## src/rtl/status_encoding_if.sv

```systemverilog
// rtl/status_encoding_if.sv - byte stream handshake between status encoder and serial transmitter
interface status_encoding_if;
    logic [7:0] tx_data;
    logic       tx_valid;
    logic       tx_ready;

    modport master (
        output tx_data,
        output tx_valid,
        input  tx_ready
    );

    modport slave (
        input  tx_data,
        input  tx_valid,
        output tx_ready
    );
endinterface

```

## src/rtl/status_encoding.sv

```systemverilog
// rtl/status_encoding.sv - queues board event pulses and encodes them as status bytes (optional CHECKSUM_EN adds a scan-frame checksum byte)
module status_encoding (
    input  logic                    clk,
    input  logic                    rst_n,
    input  logic                    move_done,
    input  logic                    magnet_state,
    input  logic                    magnet_ack,
    input  logic                    user_turn_done,
    input  logic                    user_draw,
    input  logic                    user_resign,
    input  logic                    new_game,
    input  logic                    scan_done,
    input  logic [63:0]             board_state,
    input  logic                    overflow_clr,
    output logic                    busy,
    output logic                    overflow,
    status_encoding_if.master       tx
);

    localparam logic [7:0] CODE_MOVE     = 8'h00;
    localparam logic [7:0] CODE_MAG_ON   = 8'h60;
    localparam logic [7:0] CODE_MAG_OFF  = 8'h40;
    localparam logic [7:0] CODE_TURN     = 8'hC0;
    localparam logic [7:0] CODE_DRAW     = 8'hC4;
    localparam logic [7:0] CODE_RESIGN   = 8'hC8;
    localparam logic [7:0] CODE_NEW_GAME = 8'hBC;
    localparam logic [7:0] CODE_SCAN     = 8'hBF;

`ifdef CHECKSUM_EN
    typedef enum logic [1:0] {IDLE, SEND, ROWS, CSUM} state_t;
`else
    typedef enum logic [1:0] {IDLE, SEND, ROWS} state_t;
`endif

    state_t      state;
    state_t      state_n;
    logic [2:0]  row;
    logic [2:0]  row_n;
    logic [2:0]  row_inc;
    logic [7:0]  data_n;
    logic        valid_n;
    logic        xfer;

    // Flag bit order doubles as priority order: bit 0 is served first.
    logic [6:0]  pulses;
    logic [6:0]  flags;
    logic [6:0]  clr;
    logic [6:0]  lost;
    logic        mag_val;
    logic [63:0] pending;
    logic [63:0] frame;

    assign pulses  = {scan_done, new_game, user_resign, user_draw,
                      user_turn_done, magnet_ack, move_done};
    assign lost    = pulses & flags & ~clr;
    assign xfer    = tx.tx_valid & tx.tx_ready;
    assign row_inc = row + 3'd1;
    assign busy    = (|flags) | (state != IDLE);

`ifdef CHECKSUM_EN
    logic [7:0] csum;

    // Checksum covers the header byte and all eight row bytes of the frame in flight.
    always_comb begin
        csum = CODE_SCAN;
        for (int i = 0; i < 8; i++) begin
            csum = csum ^ frame[8*i +: 8];
        end
    end
`endif

    // Next-state and next-output decode; only IDLE picks new work, other states advance on transfer.
    always_comb begin
        state_n = state;
        row_n   = row;
        data_n  = tx.tx_data;
        valid_n = tx.tx_valid;
        clr     = '0;
        case (state)
            IDLE: begin
                if (|flags) begin
                    valid_n = 1'b1;
                    state_n = SEND;
                    if (flags[0]) begin
                        clr[0] = 1'b1;
                        data_n = CODE_MOVE;
                    end else if (flags[1]) begin
                        clr[1] = 1'b1;
                        data_n = mag_val ? CODE_MAG_ON : CODE_MAG_OFF;
                    end else if (flags[2]) begin
                        clr[2] = 1'b1;
                        data_n = CODE_TURN;
                    end else if (flags[3]) begin
                        clr[3] = 1'b1;
                        data_n = CODE_DRAW;
                    end else if (flags[4]) begin
                        clr[4] = 1'b1;
                        data_n = CODE_RESIGN;
                    end else if (flags[5]) begin
                        clr[5] = 1'b1;
                        data_n = CODE_NEW_GAME;
                    end else begin
                        clr[6] = 1'b1;
                        data_n = CODE_SCAN;
                    end
                end
            end
            SEND: begin
                if (xfer) begin
                    if (tx.tx_data == CODE_SCAN) begin
                        // Row 0 follows the header back-to-back; frame was captured at selection.
                        state_n = ROWS;
                        row_n   = 3'd0;
                        data_n  = frame[7:0];
                    end else begin
                        valid_n = 1'b0;
                        state_n = IDLE;
                    end
                end
            end
            ROWS: begin
                if (xfer) begin
                    if (row == 3'd7) begin
`ifdef CHECKSUM_EN
                        state_n = CSUM;
                        data_n  = csum;
`else
                        valid_n = 1'b0;
                        state_n = IDLE;
`endif
                    end else begin
                        row_n  = row_inc;
                        data_n = frame[{row_inc, 3'b000} +: 8];
                    end
                end
            end
`ifdef CHECKSUM_EN
            CSUM: begin
                if (xfer) begin
                    valid_n = 1'b0;
                    state_n = IDLE;
                end
            end
`endif
            default: begin
                valid_n = 1'b0;
                state_n = IDLE;
            end
        endcase
    end

    // FSM state, row counter and the registered byte stream outputs.
    always_ff @(posedge clk or negedge rst_n) begin
        if (!rst_n) begin
            state       <= IDLE;
            row         <= 3'd0;
            tx.tx_data  <= 8'h00;
            tx.tx_valid <= 1'b0;
        end else begin
            state       <= state_n;
            row         <= row_n;
            tx.tx_data  <= data_n;
            tx.tx_valid <= valid_n;
        end
    end

    // Sticky pending flags; a pulse landing on its own clear edge re-arms the flag without loss.
    always_ff @(posedge clk or negedge rst_n) begin
        if (!rst_n) begin
            flags    <= '0;
            overflow <= 1'b0;
        end else begin
            flags    <= pulses | (flags & ~clr);
            overflow <= (overflow & ~overflow_clr) | (|lost);
        end
    end

    // Event payloads: latest magnet level, newest scan in pending, frame frozen at selection.
    always_ff @(posedge clk or negedge rst_n) begin
        if (!rst_n) begin
            mag_val <= 1'b0;
            pending <= '0;
            frame   <= '0;
        end else begin
            if (magnet_ack) begin
                mag_val <= magnet_state;
            end
            if (scan_done) begin
                pending <= board_state;
            end
            if (clr[6]) begin
                frame <= pending;
            end
        end
    end

endmodule

```

## src/flat_wrapper.sv

```systemverilog
// flat-port wrapper written by rule: the top's interface ports become plain ports
module status_encoding_flat 
  (clk, rst_n, move_done, magnet_state, magnet_ack, user_turn_done, user_draw, user_resign, new_game, scan_done, board_state, overflow_clr, busy, overflow, tx_tx_data, tx_tx_valid, tx_tx_ready);
  status_encoding_if tx_i ();
  input  logic clk;
  input  logic rst_n;
  input  logic move_done;
  input  logic magnet_state;
  input  logic magnet_ack;
  input  logic user_turn_done;
  input  logic user_draw;
  input  logic user_resign;
  input  logic new_game;
  input  logic scan_done;
  input  logic [63:0] board_state;
  input  logic overflow_clr;
  output logic busy;
  output logic overflow;
  output wire logic [$bits(tx_i.tx_data)-1:0] tx_tx_data;
  output wire logic [$bits(tx_i.tx_valid)-1:0] tx_tx_valid;
  input wire logic [$bits(tx_i.tx_ready)-1:0] tx_tx_ready;
  assign tx_tx_data = tx_i.tx_data;
  assign tx_tx_valid = tx_i.tx_valid;
  assign tx_i.tx_ready = tx_tx_ready;
  status_encoding u_core (.clk(clk), .rst_n(rst_n), .move_done(move_done), .magnet_state(magnet_state), .magnet_ack(magnet_ack), .user_turn_done(user_turn_done), .user_draw(user_draw), .user_resign(user_resign), .new_game(new_game), .scan_done(scan_done), .board_state(board_state), .overflow_clr(overflow_clr), .busy(busy), .overflow(overflow), .tx(tx_i));
endmodule
```

## config.mk

```make
export PLATFORM = sky130hd
export DESIGN_NAME = status_encoding_flat
export DESIGN_NICKNAME = d
export VERILOG_FILES = /design/src/rtl/status_encoding_if.sv /design/src/rtl/status_encoding.sv /design/src/flat_wrapper.sv
export SDC_FILE = /design/constraint.sdc
export NUM_CORES = 1
export LEC_CHECK = 0
export CORE_ASPECT_RATIO = 0.75
export CORE_MARGIN = 2
export CORE_UTILIZATION = 50
export DETAILED_ROUTE_END_ITERATION = 6
export DONT_BUFFER_PORTS = 1
export GPL_ROUTABILITY_DRIVEN = 1
export HOLD_SLACK_MARGIN = 0.15
export PLACE_DENSITY = 0.67
export SYNTH_ARGS = -nofsm -noshare
export SYNTH_HDL_FRONTEND = slang
export SYNTH_SLANG_ARGS = --single-unit
```

## constraint.sdc

```tcl
create_clock -name clk -period 2.65 [get_ports clk]
set_clock_uncertainty 0.2 [all_clocks]
set_input_delay 0.265 -clock clk [delete_from_list [all_inputs] [get_ports clk]]
set_output_delay 0.265 -clock clk [all_outputs]
set_load 0.02 [all_outputs]
```

# Word level (Yosys, flattened, before mapping)
# Cells that the tools add are included.
# op_classes
add_sub_neg	1
eq_ne	11
shifts	1
muxes	44
n_bitwise	10
reduce_logical	10
# op_table
cell	n
$mux W8	10
$shiftx A64 B7 Y8	1
$pmux W8 S3	1
$and A7 B7 Y7	3
$mux W3	5
$mux W2	7
$mux W7	2
$reduce_or A7 Y1	2
$mux W1	12
$mux W6	2
$ne A2 B1 Y1 const B	5
$reduce_and A5 Y1	2
$eq A8 B8 Y1 const B	1
$not A7 Y7	1
$or A7 B7 Y7	1
$pmux W2 S3	1
$pmux W3 S2	1
$reduce_and A6 Y1	1
$mux W5	1
$mux W4	1
$ne A2 B2 Y1 const B	2
$reduce_and A4 Y1	1
$reduce_bool A2 Y1	2
$add A3 B1 Y3 const B	1
other kinds (9)	11
# totals
reg_bits	151
input_bits	76
elab_cells	86

# Longest topological paths before layout
# depth
ltp_word	12
mapped_depth	8

# Least setup slack after synthesis
# No wires, ideal clock.
# synth_timing
path_kind	reg-to-reg
from	register u_core.flags[2]
to	register u_core.frame[0]
arrival_ps	2090
slack_ps	235
path_stages_with_launch	8
path_cell_list	dfrtp_1 > buf_6 > nor4_4 > nand2_2 > or4b_4 > buf_6 > buf_12 > mux2_4
# synth_via
elab_chain_cells	5
elab_cells_between_ends	6
cone_classes	mux (5); reduce/logical (1)
# synth_lines
item	line_no	source
start, declared	status_encoding.sv:46	logic [6:0] flags;
start signal, assigned	status_encoding.sv:173	flags <= pulses | (flags & ~clr);
$mux W4	status_encoding.sv:90	end else if (flags[2]) begin
$mux W5	status_encoding.sv:87	end else if (flags[1]) begin
$mux W6	status_encoding.sv:84	if (flags[0]) begin
$mux W7 (*)	status_encoding.sv:81	if (|flags) begin
$mux W7 (*)	status_encoding.sv:79	case (state)
end signal, assigned	status_encoding.sv:192	frame <= pending;
end, declared	status_encoding.sv:51	logic [63:0] frame;
# Mark *: on every way between the ends. The rest lies on a longest branch, timed or not.
# A chain may end at the register's enable or synchronous reset.

# Final worst setup path
# layout_timing
from	register u_core.flags[0]
to	register u_core.frame[55]
# layout_via
elab_chain_cells	3
elab_cells_between_ends	4
cone_classes	mux (3); reduce/logical (1)
# layout_lines
item	line_no
$reduce_or A7 Y1 / $mux W6 (equally long branches)	status_encoding.sv:81, status_encoding.sv:84
$mux W7 (*)	status_encoding.sv:81
$mux W7 (*)	status_encoding.sv:79
# Marked as above.

==> reports/summary.txt <==
via count of the first global-routing pass - 4,480
most common cell after layout, fill and taps aside - dfrtp_1
First DRT Iteration DRCs - 366
Leakage Power - 3.81 nW
Post-synth EDFFs - 0
Post-Syn Nets - 562
worst setup path class - flip-flop to flip-flop
r2r endpoint - u_core.frame[55]
Final #Nets - 641
DR DRC count - 0
port bufs - 0
cts hold-fix bufs - 75
fillers - 1,018
Crit Reg-Reg Startpoint - u_core.flags[0]
initial antenna violation count - 1
adder-cell share of the synthesized area - 1.08%
layout cell share with drive strength beyond 1 - 32.7%
slew margin rel. - 65.3%
routability congestion estimate - 0.924
Hold Path Class - primary input to async pin
PostCTS Resize Cnt - 0
Crit-path slowest cell - or4b_4
core box area - 13,700 µm²
Main synth FF type - dfrtp_1
mux share of post-synthesis cell area - 29.6%
worst-margin pin slew - 0.521 ns
Synth Area in Compound Gates - 6.45%
fin. max-slew vios - 0
Setup Fix Bufs, Post-CTS - 0
yosys warns - 0
fin cells - 748
FF-to-FF path depth - 5
Synth Area in Simple Gates - 5.16%
commonest cells after routing, fill and taps aside - dfrtp_1 (151), dlygate4sd3_1 (74), mux2_2 (71), mux2_4 (60), mux2i_1 (29)
VDD IR max - 0.000413 V
Mapped Cells - 480
final hold slack - -0.646 ns
starting density of the core - 51.0%
Syn Std Cell Area - 6960 µm²
PwrDens - 697 nW/µm²
Clock Sinks - 151
number of synthesized register bits - 151
Fin. Hold Viols - 151
Yosys cell types - 49
crit-path max FO - 29
final worst path period share - 95.5%
CTS Buffer Depth - 2
crit path DAT - 2.63 ns
Critical Path RT - 2.75 ns
run status - finished with violations
CTS tree - built
CP max stage delay - 0.56 ns
Die ar. - 14,900 µm²
async set-reset flop share out of synthesis - 100%
placed cells - 640
Rows - 37
WL/cell - 19.4 µm
# setup viols final - 0
final setup TNS - 0 ns
main combinational cell family by area after synthesis - multiplexers
largest net degree at the start of global routing - 152
Top delay family on crit path - simple AND/OR/NAND/NOR gates
drt total wl - 14.5 mm
Syn Area/Cell - 14.5 µm²
Area growth, synth to finish - 21.0%
Final ANT Viol Nets - 0
critical path launch point type - flip-flop
Clk Latency, worst-skew pair - 0.42 ns
grt ovf - 0
routed vias/inst - 5.60
WP buf/inv - 1
r2r setup slk - 0.12 ns
drt first pass iters - 4
clock slew at reported path FFs - 0.06 ns
Die Span Y - 106 µm
first-pass GRT wire length - 24.1 mm
Detailed Place HPWL - 9.56 mm
unrepaired setup endpoints after global routing - false
GRT Resource Usage Total - 21.1%
violated checks - negative hold slack
maximum clock frequency - 395 MHz
post-synthesis xor/xnor area fraction - 0%
TritonCTS Buffers - 17
min Tclk post-route - 2.53 ns
Crit. End Element - flip-flop
H-Tree Depth - 4
max_cap viols - 0
Die W - 140 µm
Seq/Total Area, Yosys - 54.3%
IO Count - 87
Cell Chain, Critical Path - nor4_4 > nand2_2 > or4b_4 > buf_4 > mux2_4
routed vias - 4,186
root buffer cell - clkbuf_16
==> power by group <==
group | internal, mW | switching [mW] | leakage (nW)
clock network | 1.39 | 0.978 | 0.283
registers | 2.49 | 0.228 | 1.91
logic | 0.406 | 0.392 | 1.62
total | 4.28 | 1.60 | 3.81
==> cell usage after synthesis, types with 4 or more instances <==
library cell	instances	area share [%]
a31oi_1	10	0.90
o221ai_1	4	0.50
clkbuf_1	13	0.70
inv_1	7	0.38
nor2_1	8	0.43
a21oi_1	8	0.58
ha_1	6	1.1
mux2_2	71	11
dfrtp_1	151	54
mux2i_1	29	4.2
nand3_1	8	0.58
mux2_4	60	13
a21o_1	4	0.43
o31ai_1	14	1.5
a22oi_1	5	0.54
nor2b_1	8	0.72
buf_2	5	0.36
nand2_1	20	1.1
buf_12	6	1.7
==> registers in the layout (all words and copies together), names as in the netlist <==
register	cells
u_core.flags	7
u_core.frame	64
u_core.mag_val	1
u_core.overflow	1
u_core.pending	64
u_core.row	3
u_core.state	2
u_core.tx.tx_data	8
u_core.tx.tx_valid	1
==> layout make-up <==
| cell class | instances | area (µm²) | share of cell area, % |
|---|---|---|---|
| Inverter | 7 | 26.3 | 0.312 |
| Clock inverter | 11 | 114 | 1.35 |
| Multi-Input combinational cell | 296 | 2940 | 34.9 |
| Clock buffer | 21 | 470 | 5.58 |
| Sequential cell | 151 | 3780 | 44.8 |
| Antenna cell | 1 | 2.50 | 0.0297 |
| Timing Repair Buffer | 86 | 876 | 10.4 |
| Tap cell | 175 | 219 | 2.60 |
==> worst max path at each step <==
| stage | start | cells past startpoint | to |
|---|---|---|---|
| after detailed placement | u_core.flags[0] | 5 | u_core.frame[50] |
| after floorplan | u_core.flags[2] | 7 | u_core.frame[0] |
| after global routing | u_core.flags[0] | 5 | u_core.frame[55] |
| final | u_core.flags[0] | 5 | u_core.frame[55] |
| after global placement | u_core.flags[0] | 5 | u_core.frame[48] |
| after CTS | u_core.flags[0] | 5 | u_core.frame[55] |
==> metal layers <==
layer  vias up  share of wire, %  wire length, µm  GRT usage [%]
li1       1917                 -                -              -
met1      2135                47             6860           29.2
met2       122                46             6700           32.2
met3        12               5.7              829           6.35
met4         0               1.1              154           6.49
met5         -                 0                0              0
==> stage by stage <==
stage,utilization (%),power [mW],worst slack [ns],area [µm²]
after global placement,51.8,3.40,0.227,7070
after CTS,61.7,5.92,0.116,8430
after floorplan,-,3.22,0.235,6960
final,61.7,5.88,0.120,8430
after global routing,61.7,6.15,0.0162,8430
after detailed placement,51.8,3.43,0.135,7070
==> logic make-up after synthesis <==
group | Yosys count
buf+inv | 33
simple gates | 65
fa+ha+maj | 6
mux | 163
flops | 151
compound gates | 62
Note: power is estimated with default switching activity, not from simulation.
